[config.mk]
export PLATFORM = sky130hd
export DESIGN_NAME = l2_cache_control
export DESIGN_NICKNAME = d
export VERILOG_FILES = /design/src/rtl/l2_cache_control.sv
export SDC_FILE = /design/constraint.sdc
export NUM_CORES = 1
export LEC_CHECK = 0
export CAP_MARGIN = 0
export CELL_PAD_IN_SITES_DETAIL_PLACEMENT = 1
export CELL_PAD_IN_SITES_GLOBAL_PLACEMENT = 1
export CORE_AREA = 2 2 634 636
export DETAILED_ROUTE_END_ITERATION = 12
export DIE_AREA = 0 0 636 638
export GPL_TIMING_DRIVEN = 0
export PLACE_DENSITY = 0.33
export SETUP_SLACK_MARGIN = 0.05
export SYNTH_ARGS = -nofsm -noshare
export SYNTH_HDL_FRONTEND = slang
export SYNTH_SLANG_ARGS = --single-unit
export TNS_END_PERCENT = 5
[constraint.sdc]
create_clock -name clk -period 3.8 [get_ports clk]
set_input_delay 0.38 -clock clk [delete_from_list [all_inputs] [get_ports clk]]
set_output_delay 0.38 -clock clk [all_outputs]
set_load 0.01 [all_outputs]
[src/rtl/l2_cache_control.sv]
// Direct-mapped 8-set L2 cache controller: owns tag/valid/dirty state, sequences hit
// service, dirty writeback and line fill, and keeps saturating hit/miss counters.
module l2_cache_control #(
  parameter int width    = 256,
  parameter int tag_bits = 8
) (
  input  logic             clk,
  input  logic             reset,
  input  logic             mem_read,
  input  logic             mem_write,
  input  logic [15:0]      mem_address,
  input  logic [width-1:0] mem_wdata,
  output logic             mem_resp,
  output logic [width-1:0] mem_rdata,
  output logic             pmem_read,
  output logic             pmem_write,
  output logic [15:0]      pmem_address,
  output logic [width-1:0] pmem_wdata,
  input  logic             pmem_resp,
  input  logic [width-1:0] pmem_rdata,
  output logic [2:0]       array_index,
  output logic             array_write,
  output logic [width-1:0] array_datain,
  input  logic [width-1:0] array_dataout,
  output logic [15:0]      hit_count,
  output logic [15:0]      miss_count
);

  typedef enum logic [1:0] {
    IDLE  = 2'd0,
    CHECK = 2'd1,
    WB    = 2'd2,
    FILL  = 2'd3
  } state_t;

  state_t              state_q, state_d;
  logic [tag_bits-1:0] tag_q [8];
  logic [7:0]          valid_q, valid_d;
  logic [7:0]          dirty_q, dirty_d;
  logic [15:0]         hit_q, hit_d;
  logic [15:0]         miss_q, miss_d;
  logic                miss_flag_q, miss_flag_d;
  logic [2:0]          victim_q, victim_d;
  logic                tag_we;

  logic [2:0]          idx;
  logic [tag_bits-1:0] req_tag;
  logic                hit;
  logic                unused_offset;

  assign idx           = mem_address[7:5];
  assign req_tag       = mem_address[15 -: tag_bits];
  assign hit           = valid_q[idx] && (tag_q[idx] == req_tag);
  assign unused_offset = ^mem_address[4:0];

  assign hit_count  = hit_q;
  assign miss_count = miss_q;

  always_ff @(posedge clk or posedge reset) begin
    if (reset) begin
      state_q     <= IDLE;
      valid_q     <= '0;
      dirty_q     <= '0;
      hit_q       <= '0;
      miss_q      <= '0;
      miss_flag_q <= 1'b0;
      victim_q    <= '0;
    end else begin
      state_q     <= state_d;
      valid_q     <= valid_d;
      dirty_q     <= dirty_d;
      hit_q       <= hit_d;
      miss_q      <= miss_d;
      miss_flag_q <= miss_flag_d;
      victim_q    <= victim_d;
    end
  end

  // Tags are meaningless until valid is set, so they carry no reset.
  always_ff @(posedge clk) begin
    if (tag_we) tag_q[idx] <= req_tag;
  end

  always_comb begin
    state_d      = state_q;
    valid_d      = valid_q;
    dirty_d      = dirty_q;
    hit_d        = hit_q;
    miss_d       = miss_q;
    miss_flag_d  = miss_flag_q;
    victim_d     = victim_q;
    tag_we       = 1'b0;
    mem_resp     = 1'b0;
    mem_rdata    = '0;
    pmem_read    = 1'b0;
    pmem_write   = 1'b0;
    pmem_address = '0;
    pmem_wdata   = '0;
    array_index  = '0;
    array_write  = 1'b0;
    array_datain = '0;

    // Outputs are forced low for the whole reset pulse, even mid-transfer.
    if (!reset) begin
      case (state_q)
        IDLE: begin
          array_index = idx;
          if (mem_read || mem_write) state_d = CHECK;
        end
        CHECK: begin
          array_index = idx;
          if (!(mem_read || mem_write)) begin
            miss_flag_d = 1'b0;
            state_d     = IDLE;
          end else if (hit) begin
            mem_resp = 1'b1;
            if (mem_write) begin
              array_write  = 1'b1;
              array_datain = mem_wdata;
              dirty_d[idx] = 1'b1;
            end else begin
              mem_rdata = array_dataout;
            end
            // A hit that follows this request's own fill is not a first-pass hit.
            if (!miss_flag_q && hit_q != 16'hFFFF) hit_d = hit_q + 16'd1;
            miss_flag_d = 1'b0;
            state_d     = IDLE;
          end else begin
            if (!miss_flag_q) begin
              if (miss_q != 16'hFFFF) miss_d = miss_q + 16'd1;
              miss_flag_d = 1'b1;
            end
            victim_d = idx;
            state_d  = (valid_q[idx] && dirty_q[idx]) ? WB : FILL;
          end
        end
        WB: begin
          array_index  = victim_q;
          pmem_write   = 1'b1;
          pmem_address = {tag_q[victim_q], victim_q, 5'b0};
          pmem_wdata   = array_dataout;
          if (pmem_resp) begin
            dirty_d[victim_q] = 1'b0;
            state_d           = FILL;
          end
        end
        FILL: begin
          array_index  = idx;
          pmem_read    = 1'b1;
          pmem_address = {mem_address[15:5], 5'b0};
          if (pmem_resp) begin
            array_write  = 1'b1;
            array_datain = pmem_rdata;
            tag_we       = 1'b1;
            valid_d[idx] = 1'b1;
            dirty_d[idx] = 1'b0;
            state_d      = CHECK;
          end
        end
        default: state_d = IDLE;
      endcase
    end
  end

endmodule

==> impl_results.md <==
- Fillers: 47100
- Setup Crit Path Kind: flop to output pin
- Post-synth top flop: edfxtp_1
- Worst Tran Pin Value: 1.49 ns
- Max stage delay on crit path: 0.68 ns
- Routed via count: 22100
- CP max stage cell: clkdlybuf4s50_1
- First-pass DRT Iterations: 5
- Tot Pwr: 8.80 mW
- Nets: 4158
- DR WL/cell: 38.8 microns
- Share of layout cells above drive strength 1: 0.191
- Critical path, cell by cell: mux2i_1, mux4_2, xor2_2, nand2_1, or4_4, or2_4, buf_4, nor2_1, clkdlybuf4s50_1
- Critical path fanouts, max: 4
- CP bufs+invs: 2
- I/O Pins: 1612
- Setup Skew: 0.0149 ns
- Die area: 0.406 sq mm
- Area grow syn2layout: 199%
- Largest net degree at the start of global routing: 33
- Fin. Hold Viols: 0
- Cell Area, Synth: 0.0129 sq mm
- Unique masters post-synth: 56
- Port bufs: 1598
- Tcrit/Tclk final: 1.16
- Design area: 0.0385 sq mm
- Arr. time, crit path: 4.04 ns
- Vias in the first global route: 22100
- Initial antenna violation count: 263
- Longest Clk Path Bufs: 2
- Gr usage total: 0.161
- Status: finished, violations left
- Core Area: 0.399 sq mm
- Hpwl dp: 320000 microns
- H-tree Lvls: 4
- Slew Viols, Final: 0
- Syn. warnings: 0
- Routed WL: 342000 microns
- Peak supply drop: 0.327 mV
- Syn Area/Cell: 7.68 sq um
- Leak Pwr: 15.5 nW
- Failing checks: capacitance limit, setup timing
- Final setup viols: 575
- Post-DP Area: 0.0356 sq mm
- Root buf cell: clkbuf_16
- Final ANT Viol Nets: 0
- R2R Setup Slk: 0.38 ns
- Final min period: 4.42 ns
- Register area share after synthesis: 0.254
- Reg area: 0.00327 sq mm
- RePlAce Congestion: 0.972
- Die X: 636 microns
- WP data required: 3.42 ns
- Starting DRC count in detailed routing: 1464
- CP Capture Type: output pin
- Max Cap Viol: 1
- Die Ht: 638 microns
- Setup crit start kind: flop
- Ys async rst share: 0.458
- Family with the most delay on the worst path: simple AND/OR/NAND/NOR gates
- Number of flops mapped to enable cells by yosys: 64
- Number of synthesized register bits: 118
- Clock latency on the worst-skew pair: 0.49 ns
- Starting Density: 0.0324
- First-pass GRT wire length: 392000 microns
- Min-delay worst type: input port to async pin
- DRC Markers: 0
- Clk slew on worst S/H paths: 0.07 ns
- FP Rows: 232
- Worst slew margin: 0.00392
- Multi-input gate area: 0.00958 sq mm
- Gate Count Post-Synth: 1680
- PnR worst setup slack: -0.618 ns
- RSZ-0062 raised after global routing: yes
- Vias per std cell: 2.52
- Hold Slack: 0.223 ns
- Grt ovf: 0
- CTS tree: built
- F_max: 0.226 GHz
- Clock Sinks: 118
- Clock buffer count from CTS: 17
- Pwr Density: 229 mW/mm^2
- Dpl ws: -4.49 ns
==> report_power, final <==
part           leakage [nW]  switching (mW)  internal [mW]
combinational          14.0            3.47           2.00
sequential             1.26          0.0992           1.48
clock                 0.285           0.733           1.03
==> what timing repair did <==
item / in CTS / in global routing
cloned: 4 / 3
pin swaps: 96 / 61
hold buffers: 0 / 0
resized for setup: 1100 / 619
buffers inserted: 34 / 17
endpoints found under the setup margin: 828 / 782
==> worst paths after layout <==
| kind | start | endpoint | cells after the start |
|---|---|---|---|
| max | tag_q[2][5] | mem_resp | 9 |
| min | reset | dirty_q[6] | 2 |
| max reg2reg | tag_q[2][5] | hit_count[10] | 10 |
| min reg2reg | valid_q[2] | valid_q[2] | 1 |
| max in group asynchronous | reset | miss_count[15] | 3 |
| min in group clk | valid_q[2] | valid_q[2] | 1 |
==> kinds of logic after synthesis <==
| group | synth area share |
|---|---|
| muxes | 0.0772 |
| other | 0.000291 |
| buffers and inverters | 0.0674 |
| and+or+nand+nor | 0.388 |
| adders and majority gates | 0.00582 |
| DFF | 0.254 |
| AOI/OAI and AO/OA | 0.183 |
| xor gates and xnor gates | 0.0238 |
==> stage by stage <==
step                      setup TNS (ns)  std cells  utilization
final                            -192.64       8802       0.0966
after global routing             -290.31       8743       0.0963
after CTS                        -442.11       8620       0.0945
after detailed placement        -2057.40       8552       0.0894
after global placement          -2812.96       8547       0.0891
after floorplan                        0       1684            -
==> Yosys cell counts (all sizes together), types with 5 or more instances <==
cell    number  share of area
and2       517           0.25
nor2       293          0.085
a22oi      263           0.15
clkbuf     119          0.037
edfxtp      64           0.15
buf         56          0.025
dfrtp       54           0.10
mux2i       41          0.032
nand2       36          0.010
xnor2       28          0.019
nand3       27          0.010
inv         20         0.0058
mux4        20          0.035
o21ai       17         0.0066
mux2        12          0.010
nand4       12         0.0058
a21oi        9         0.0035
or2          9         0.0046
and3         8         0.0039
xor2         7         0.0048
ha           6         0.0058
nor2b        6         0.0029
o22ai        5         0.0024
==> placed cells by master (no fill, tap or decap), drive strengths merged, types with 41 or more instances in the layout <==
cell type      count
clkbuf           224
edfxtp            64
nor2             293
dfrtp             54
buf              219
clkdlybuf4s50   1042
dlymetal6s2s     129
mux2i             41
and2             517
a22oi            263
diode            162
dlygate4sd2      181
clkdlybuf4s15     57
==> registers in the layout (all words and copies together), names as in the netlist <==
signal	count
dirty_q	8
miss_flag_q	1
state_q	2
victim_q	3
miss_count	16
tag_q	64
hit_count	16
valid_q	8
==> final cells by class <==
| type | count | area share |
|---|---|---|
| diodes | 162 | 0.0105 |
| repair buffers | 1662 | 0.428 |
| flip-flops and latches | 118 | 0.0850 |
| multi-input cells | 1371 | 0.249 |
| well taps | 5265 | 0.171 |
| clock buffers | 17 | 0.0110 |
| clock inverters | 14 | 0.00452 |
| inverters | 20 | 0.00211 |
| plain buffers | 173 | 0.0393 |
==> metal layers <==
metal  vias up  wire (microns)  track usage  share of wire
li1       9385               -            -              -
met1     11000          122000        0.166           0.36
met2      1295          174000        0.293           0.51
met3       354           32300       0.0682          0.094
met4       102           13100       0.0550          0.038
met5         -             651            0         0.0019
==> worst reg2reg max path: cells and delay by family, from the launching register on <==
kind	cells	cell delay [ns]
buffers and inverters	2	0.62
and+or+nand+nor	4	1.42
DFF	1	0.35
muxes	2	0.59
xor gates and xnor gates	2	0.33
No activity file was read; power rests on OpenSTA's default activity.
